### config.mk
export PLATFORM = sky130hd
export DESIGN_NAME = alu_issue_stage_flat
export DESIGN_NICKNAME = d
export VERILOG_FILES = /design/src/rtl/alu_issue_stage_if.sv /design/src/rtl/alu_issue_stage.sv /design/src/flat_wrapper.sv
export SDC_FILE = /design/constraint.sdc
export NUM_CORES = 1
export LEC_CHECK = 0
export CAP_MARGIN = 40
export CORE_MARGIN = 2
export CORE_UTILIZATION = 39
export DETAILED_ROUTE_END_ITERATION = 6
export PLACE_DENSITY = 0.9
export SYNTH_ARGS = -nofsm -noshare
export SYNTH_HDL_FRONTEND = slang
export SYNTH_SLANG_ARGS = --single-unit
### constraint.sdc
create_clock -name clk_in -period 3.2 [get_ports clk_in]
set_input_delay 0.64 -clock clk_in [delete_from_list [all_inputs] [get_ports clk_in]]
set_output_delay 0.64 -clock clk_in [all_outputs]
set_load 0.01 [all_outputs]
### src/rtl/alu_issue_stage_if.sv
// Issue-stage handshake bundle: upstream instruction/operand side, flush,
// and the registered decoded-instruction side towards the ALU.
// slave = stage view, master = environment (fetch/regfile + ALU) view.
interface alu_issue_stage_if #(
  parameter int XLEN = 32
);
  // upstream side
  logic            in_valid_in;
  logic            in_ready_out;
  logic [31:0]     instr_in;
  logic [XLEN-1:0] pc_in;
  logic [XLEN-1:0] rs1_data_in;
  logic [XLEN-1:0] rs2_data_in;
  logic            flush_in;
  // downstream side
  logic            out_valid_out;
  logic            out_ready_in;
  logic [3:0]      alu_opcode_out;
  logic [XLEN-1:0] op_1_out;
  logic [XLEN-1:0] op_2_out;
  logic [4:0]      rd_addr_out;
  logic            rd_wr_en_out;
  logic            illegal_out;

  modport slave (
    input  in_valid_in, instr_in, pc_in, rs1_data_in, rs2_data_in,
    input  flush_in, out_ready_in,
    output in_ready_out, out_valid_out, alu_opcode_out, op_1_out, op_2_out,
    output rd_addr_out, rd_wr_en_out, illegal_out
  );

  modport master (
    output in_valid_in, instr_in, pc_in, rs1_data_in, rs2_data_in,
    output flush_in, out_ready_in,
    input  in_ready_out, out_valid_out, alu_opcode_out, op_1_out, op_2_out,
    input  rd_addr_out, rd_wr_en_out, illegal_out
  );
endinterface

### src/rtl/alu_issue_stage.sv
// Purpose: RV32I decode/issue stage feeding the ALU (OP, OP-IMM, LUI, AUIPC).
// Latency: 1 cycle from acceptance to out_valid_out; one instruction per cycle.
// Backpressure: in_ready_out = !out_valid_out | out_ready_in; flush drops held and incoming.
// Ports: clk_in/rst_in (async active-high) plus bus (alu_issue_stage_if.slave):
//   in_valid/in_ready handshake with instr, pc, rs1/rs2 data; flush_in;
//   out_valid/out_ready handshake with opcode, op_1, op_2, rd, wr_en, illegal.
module alu_issue_stage #(
  parameter int XLEN = 32
) (
  input  logic              clk_in,
  input  logic              rst_in,
  alu_issue_stage_if.slave  bus
);

  localparam logic [6:0] OPC_OP     = 7'b0110011;
  localparam logic [6:0] OPC_OP_IMM = 7'b0010011;
  localparam logic [6:0] OPC_LUI    = 7'b0110111;
  localparam logic [6:0] OPC_AUIPC  = 7'b0010111;
  localparam logic [6:0] F7_ZERO    = 7'b0000000;
  localparam logic [6:0] F7_ALT     = 7'b0100000;

  logic [6:0] opc;
  logic [2:0] funct3;
  logic [6:0] funct7;
  logic [4:0] rd;
  logic       is_shift_f3;

  assign opc         = bus.instr_in[6:0];
  assign funct3      = bus.instr_in[14:12];
  assign funct7      = bus.instr_in[31:25];
  assign rd          = bus.instr_in[11:7];
  assign is_shift_f3 = (funct3 == 3'b001) || (funct3 == 3'b101);

  // Source register addresses are resolved by the register file upstream.
  logic unused_rs1_addr;
  assign unused_rs1_addr = ^bus.instr_in[19:15];

  logic [XLEN-1:0] imm_i;
  logic [XLEN-1:0] imm_u;
  logic [XLEN-1:0] shamt_imm;
  logic [XLEN-1:0] shamt_reg;

  assign imm_i     = {{(XLEN-12){bus.instr_in[31]}}, bus.instr_in[31:20]};
  assign imm_u     = {bus.instr_in[31:12], 12'b0};
  assign shamt_imm = {{(XLEN-5){1'b0}}, bus.instr_in[24:20]};
  // ALU shifts by the whole operand, so only the low 5 bits of rs2 may pass.
  assign shamt_reg = {{(XLEN-5){1'b0}}, bus.rs2_data_in[4:0]};

  // ---------------- decode ----------------
  logic            dec_illegal;
  logic [3:0]      dec_opcode;
  logic [XLEN-1:0] dec_op_1;
  logic [XLEN-1:0] dec_op_2;

  // Opcode compare covers instr[1:0]==11, since every legal major opcode ends in 11.
  always_comb begin
    dec_illegal = 1'b1;
    dec_opcode  = 4'b0000;
    dec_op_1    = '0;
    dec_op_2    = '0;
    case (opc)
      OPC_OP: begin
        if ((funct7 == F7_ZERO) ||
            ((funct7 == F7_ALT) && ((funct3 == 3'b000) || (funct3 == 3'b101)))) begin
          dec_illegal = 1'b0;
          dec_opcode  = {bus.instr_in[30], funct3};
          dec_op_1    = bus.rs1_data_in;
          dec_op_2    = is_shift_f3 ? shamt_reg : bus.rs2_data_in;
        end
      end
      OPC_OP_IMM: begin
        if (funct3 == 3'b001) begin
          if (funct7 == F7_ZERO) begin
            dec_illegal = 1'b0;
            dec_opcode  = 4'b0001;
            dec_op_1    = bus.rs1_data_in;
            dec_op_2    = shamt_imm;
          end
        end else if (funct3 == 3'b101) begin
          if ((funct7 == F7_ZERO) || (funct7 == F7_ALT)) begin
            dec_illegal = 1'b0;
            dec_opcode  = {bus.instr_in[30], 3'b101};
            dec_op_1    = bus.rs1_data_in;
            dec_op_2    = shamt_imm;
          end
        end else begin
          // Immediate forms never use the alternate encoding (no SUBI).
          dec_illegal = 1'b0;
          dec_opcode  = {1'b0, funct3};
          dec_op_1    = bus.rs1_data_in;
          dec_op_2    = imm_i;
        end
      end
      OPC_LUI: begin
        dec_illegal = 1'b0;
        dec_op_2    = imm_u;
      end
      OPC_AUIPC: begin
        dec_illegal = 1'b0;
        dec_op_1    = bus.pc_in;
        dec_op_2    = imm_u;
      end
      default: begin
        dec_illegal = 1'b1;
      end
    endcase
  end

  // ---------------- pipeline register ----------------
  logic            out_valid_q,  out_valid_d;
  logic [3:0]      alu_opcode_q, alu_opcode_d;
  logic [XLEN-1:0] op_1_q,       op_1_d;
  logic [XLEN-1:0] op_2_q,       op_2_d;
  logic [4:0]      rd_addr_q,    rd_addr_d;
  logic            rd_wr_en_q,   rd_wr_en_d;
  logic            illegal_q,    illegal_d;

  logic in_ready;
  logic capture;

  assign in_ready = !out_valid_q || bus.out_ready_in;
  assign capture  = bus.in_valid_in && in_ready && !bus.flush_in;

  always_comb begin
    out_valid_d  = out_valid_q;
    alu_opcode_d = alu_opcode_q;
    op_1_d       = op_1_q;
    op_2_d       = op_2_q;
    rd_addr_d    = rd_addr_q;
    rd_wr_en_d   = rd_wr_en_q;
    illegal_d    = illegal_q;
    if (bus.flush_in) begin
      out_valid_d = 1'b0;
    end else if (capture) begin
      // Covers both an empty stage and drain-plus-refill in the same cycle.
      out_valid_d  = 1'b1;
      alu_opcode_d = dec_opcode;
      op_1_d       = dec_op_1;
      op_2_d       = dec_op_2;
      rd_addr_d    = rd;
      rd_wr_en_d   = !dec_illegal && (rd != 5'd0);
      illegal_d    = dec_illegal;
    end else if (bus.out_ready_in) begin
      // Drain: data registers keep their last contents.
      out_valid_d = 1'b0;
    end
  end

  always_ff @(posedge clk_in or posedge rst_in) begin
    if (rst_in) begin
      out_valid_q  <= 1'b0;
      alu_opcode_q <= '0;
      op_1_q       <= '0;
      op_2_q       <= '0;
      rd_addr_q    <= '0;
      rd_wr_en_q   <= 1'b0;
      illegal_q    <= 1'b0;
    end else begin
      out_valid_q  <= out_valid_d;
      alu_opcode_q <= alu_opcode_d;
      op_1_q       <= op_1_d;
      op_2_q       <= op_2_d;
      rd_addr_q    <= rd_addr_d;
      rd_wr_en_q   <= rd_wr_en_d;
      illegal_q    <= illegal_d;
    end
  end

  assign bus.in_ready_out   = in_ready;
  assign bus.out_valid_out  = out_valid_q;
  assign bus.alu_opcode_out = alu_opcode_q;
  assign bus.op_1_out       = op_1_q;
  assign bus.op_2_out       = op_2_q;
  assign bus.rd_addr_out    = rd_addr_q;
  assign bus.rd_wr_en_out   = rd_wr_en_q;
  assign bus.illegal_out    = illegal_q;

endmodule

### src/flat_wrapper.sv
// flat-port wrapper written by rule: the top's interface ports become plain ports
module alu_issue_stage_flat 
#(
  parameter int XLEN = 32
)
  (clk_in, rst_in, bus_in_valid_in, bus_instr_in, bus_pc_in, bus_rs1_data_in, bus_rs2_data_in, bus_flush_in, bus_out_ready_in, bus_in_ready_out, bus_out_valid_out, bus_alu_opcode_out, bus_op_1_out, bus_op_2_out, bus_rd_addr_out, bus_rd_wr_en_out, bus_illegal_out);
  alu_issue_stage_if #(.XLEN(XLEN)) bus_i ();
  input  logic clk_in;
  input  logic rst_in;
  input wire logic [$bits(bus_i.in_valid_in)-1:0] bus_in_valid_in;
  input wire logic [$bits(bus_i.instr_in)-1:0] bus_instr_in;
  input wire logic [$bits(bus_i.pc_in)-1:0] bus_pc_in;
  input wire logic [$bits(bus_i.rs1_data_in)-1:0] bus_rs1_data_in;
  input wire logic [$bits(bus_i.rs2_data_in)-1:0] bus_rs2_data_in;
  input wire logic [$bits(bus_i.flush_in)-1:0] bus_flush_in;
  input wire logic [$bits(bus_i.out_ready_in)-1:0] bus_out_ready_in;
  output wire logic [$bits(bus_i.in_ready_out)-1:0] bus_in_ready_out;
  output wire logic [$bits(bus_i.out_valid_out)-1:0] bus_out_valid_out;
  output wire logic [$bits(bus_i.alu_opcode_out)-1:0] bus_alu_opcode_out;
  output wire logic [$bits(bus_i.op_1_out)-1:0] bus_op_1_out;
  output wire logic [$bits(bus_i.op_2_out)-1:0] bus_op_2_out;
  output wire logic [$bits(bus_i.rd_addr_out)-1:0] bus_rd_addr_out;
  output wire logic [$bits(bus_i.rd_wr_en_out)-1:0] bus_rd_wr_en_out;
  output wire logic [$bits(bus_i.illegal_out)-1:0] bus_illegal_out;
  assign bus_i.in_valid_in = bus_in_valid_in;
  assign bus_i.instr_in = bus_instr_in;
  assign bus_i.pc_in = bus_pc_in;
  assign bus_i.rs1_data_in = bus_rs1_data_in;
  assign bus_i.rs2_data_in = bus_rs2_data_in;
  assign bus_i.flush_in = bus_flush_in;
  assign bus_i.out_ready_in = bus_out_ready_in;
  assign bus_in_ready_out = bus_i.in_ready_out;
  assign bus_out_valid_out = bus_i.out_valid_out;
  assign bus_alu_opcode_out = bus_i.alu_opcode_out;
  assign bus_op_1_out = bus_i.op_1_out;
  assign bus_op_2_out = bus_i.op_2_out;
  assign bus_rd_addr_out = bus_i.rd_addr_out;
  assign bus_rd_wr_en_out = bus_i.rd_wr_en_out;
  assign bus_illegal_out = bus_i.illegal_out;
  alu_issue_stage #(.XLEN(XLEN)) u_core (.clk_in(clk_in), .rst_in(rst_in), .bus(bus_i));
endmodule
==> results of run 1 <==
path summary, 6_finish.rpt:
check                                                           from                               endpoint  slack [ns]  depth (start not counted)
min in group asynchronous                                     rst_in    u_core.bus.op_2_out[21]$_DFFE_PP0P_        0.67                          2
max in group asynchronous                                     rst_in     u_core.bus.op_2_out[2]$_DFFE_PP0P_        1.88                          3
worst min register to register   u_core.bus.rd_wr_en_out$_DFFE_PP0P_    u_core.bus.rd_wr_en_out$_DFFE_PP0P_        0.49                          2
worst min-delay path             u_core.bus.rd_wr_en_out$_DFFE_PP0P_    u_core.bus.rd_wr_en_out$_DFFE_PP0P_        0.49                          2
worst max-delay path                                bus_out_ready_in                       bus_in_ready_out        0.39                          4
worst max register to register  u_core.bus.out_valid_out$_DFFE_PP0P_  u_core.bus.rd_addr_out[1]$_DFFE_PP0P_        1.30                          5
layer usage:
metal	vias to the layer above	share of wire [%]
met3	26	8.8
met4	0	1.9
li1	1788	-
met5	-	0
met2	227	51
met1	1886	39
area by class of cell:
cell class              count  area share (%)
well taps                 129            2.61
clock inverters             5            1.22
flip-flops and latches     76            30.8
multi-input cells         235            25.6
clock buffers              11            2.29
repair buffers            222            36.1
inverters                  23            1.42
logic make-up after synthesis:
group	Yosys count	share of synthesized area, %
mux	6	1.79
simple gates	107	17.1
flops	76	51.4
xor+xnor	1	0.237
buf+inv	58	6.50
compound gates	121	22.9
registers in the layout (all words and copies together) (netlist names):
name and cells:
u_core.bus.alu_opcode_out 4, u_core.bus.rd_addr_out 5, u_core.bus.illegal_out 1, u_core.bus.rd_wr_en_out 1, u_core.bus.op_1_out 32, u_core.bus.op_2_out 32, u_core.bus.out_valid_out 1
cell usage in the layout (no fill, tap or decap), drive strengths merged, types with 11 or more instances in the layout:
cell type / count
inv: 22
clkbuf: 11
nand2: 28
a221o: 18
a21oi: 25
and2: 21
o21ai: 21
a32oi: 25
dfrtp: 76
clkdlybuf4s50: 209
a31oi: 24
buf: 13
nand4: 29
power by group:
group | internal, mW | leakage, nW | total [mW] | switching (mW)
Combinational | 0.218 | 1.39 | 0.363 | 0.145
Sequential | 0.981 | 1.04 | 0.992 | 0.0115
Clock | 0.458 | 0.113 | 0.823 | 0.365
Total | 1.66 | 2.55 | 2.18 | 0.522
critical path, stage by stage:
cell	delay (ns)
clkdlybuf4s50_1	0.42
nor2b_1	0.43
inv_1	0.15
clkdlybuf4s50_1	0.53
==> summary.md, run 1 <==
| Metric | Value |
|---|---|
| Row count | 35 |
| Dpl hpwl | 9520 um |
| Pre-Repair DR Iteration Count | 6 |
| Crit Path Max Fanout | 4 |
| Overall Power | 2.18 mW |
| Worst setup SP type | input port |
| Syn_nets | 502 |
| Grt total ovfl | 0 |
| Layer carrying the most global-route usage | met2 |
| Sequential area share after synthesis | 51.4% |
| Pre-CTS setup slack | 0.281 ns |
| Largest net degree at the start of global routing | 81 |
| Clock Skews | 0.0111 ns |
| Area Growth Syn to Fin | 67.1% |
| Root Driver | clkbuf_8 |
| CORE AREA | 0.00924 mm2 |
| Utilization after layout | 66.9% |
| TritonCTS clock tree | done |
| Final Worst Setup Slack | 0.391 ns |
| Count leader, synth | dfrtp_1 |
| Area of the multi-input gates | 0.00158 mm2 |
| WL per Instance | 18.7 um |
| Vias in the first global route | 4057 |
| Slew at the pin closest to its max-slew limit | 0.588 ns |
| Post-DP Area | 0.00596 mm2 |
| # setup viols final | 0 |
| Most used DFF post-synth | dfrtp_1 |
| Clk buf depth | 2 |
| # diodes | 0 |
| Worst EP arrival | 2.17 ns |
| Hold Slack | 0.491 ns |
| Syn Area/Cell | 10.0 um2 |
| Finished Cell Area | 0.00618 mm2 |
| RD Place Congestion | 0.821 |
| ANT nets after route | 0 |
| Worst vdd ir | 0.232 mV |
| Data required time of the worst path | 2.56 ns |
| Worst skew pair latency | 0.34 ns |
| Die W | 101 um |
| Starting Density | 40.0% |
| Mapped Cells | 369 |
| Leakage power figure | 2.55 nW |
| Status | finished clean |
| Synth top area share | 51.4% |
| Post-layout nets | 700 |
| Power per cell area | 353 mW/mm2 |
| Vias per cell | 5.60 |
| Clk sinks | 76 |
| Synth warnings | 0 |
| Placed cells | 685 |
| GR Util met2 | 43.7% |
| Post-CTS setup buffer count | 0 |
| Crit path capture type | primary output |
| Tcrit/Tclk final | 87.8% |
| Number of fillers in the final layout | 750 |
| Slew margin rel. | 60.8% |
| Cell taking the most area after synthesis | dfrtp_1 |
| FF+latch count, synth | 76 |
| I/O pin cnt | 210 |
| Syn Std Cell Area | 0.00370 mm2 |
| Initial detailed-routing violation count | 263 |
| Register area | 0.00190 mm2 |
| Asr flop ratio synth | 100% |
| First-pass GRT wire length | 20100 um |
| M1 GR Usage | 30.3% |
| Die area | 0.0103 mm2 |
| Hold WC Path Type | register to register |
| Post-route DRC | 0 |
| Synth unique cells | 43 |
| IO buf count | 209 |
| Initial antenna violation count | 0 |
| Synth area leaders | dfrtp_1, a32oi_1, a221o_1 |
| Tot GR Track Use | 25.0% |
| Min Tclk post-route | 2.81 ns |
| Max Slew Vio Count | 0 |
| Fin Setup TNS | 0 ns |
| Routed wire length | 13100 um |
| Num CTS Buffers | 9 |
| Htree depth | 3 |
| Kind of critical path | input port to primary output |
| Finished Layout Cells | 701 |
| Via count | 3927 |
| CTS clk-pin slew, worst paths | 0.09 ns |
| Layout cells sized above 1 | 7.69% |
| Met3 Track Usage GR | 6.90% |
| Maxcap violations | 0 |
| Post-CTS sizing | 0 |
| Hold Vio Cnt, Final | 0 |
| RSZ-0062 raised after global routing | false |
| Post-synth top cells | dfrtp_1, nand2_1, nand4_1 |
| Die height | 101 um |
| FMAX | 356 MHz |
| Post-CTS Hold Buffers | 0 |
| Post-synth EDFFs | 0 |
(Power assumes the default switching activity.)
==> run 2, diff against run 1 <==
- TNS_END_PERCENT: default -> 100
==> results of run 2 <==
The final DEF is identical to that of run 1; final timing and power are the same.
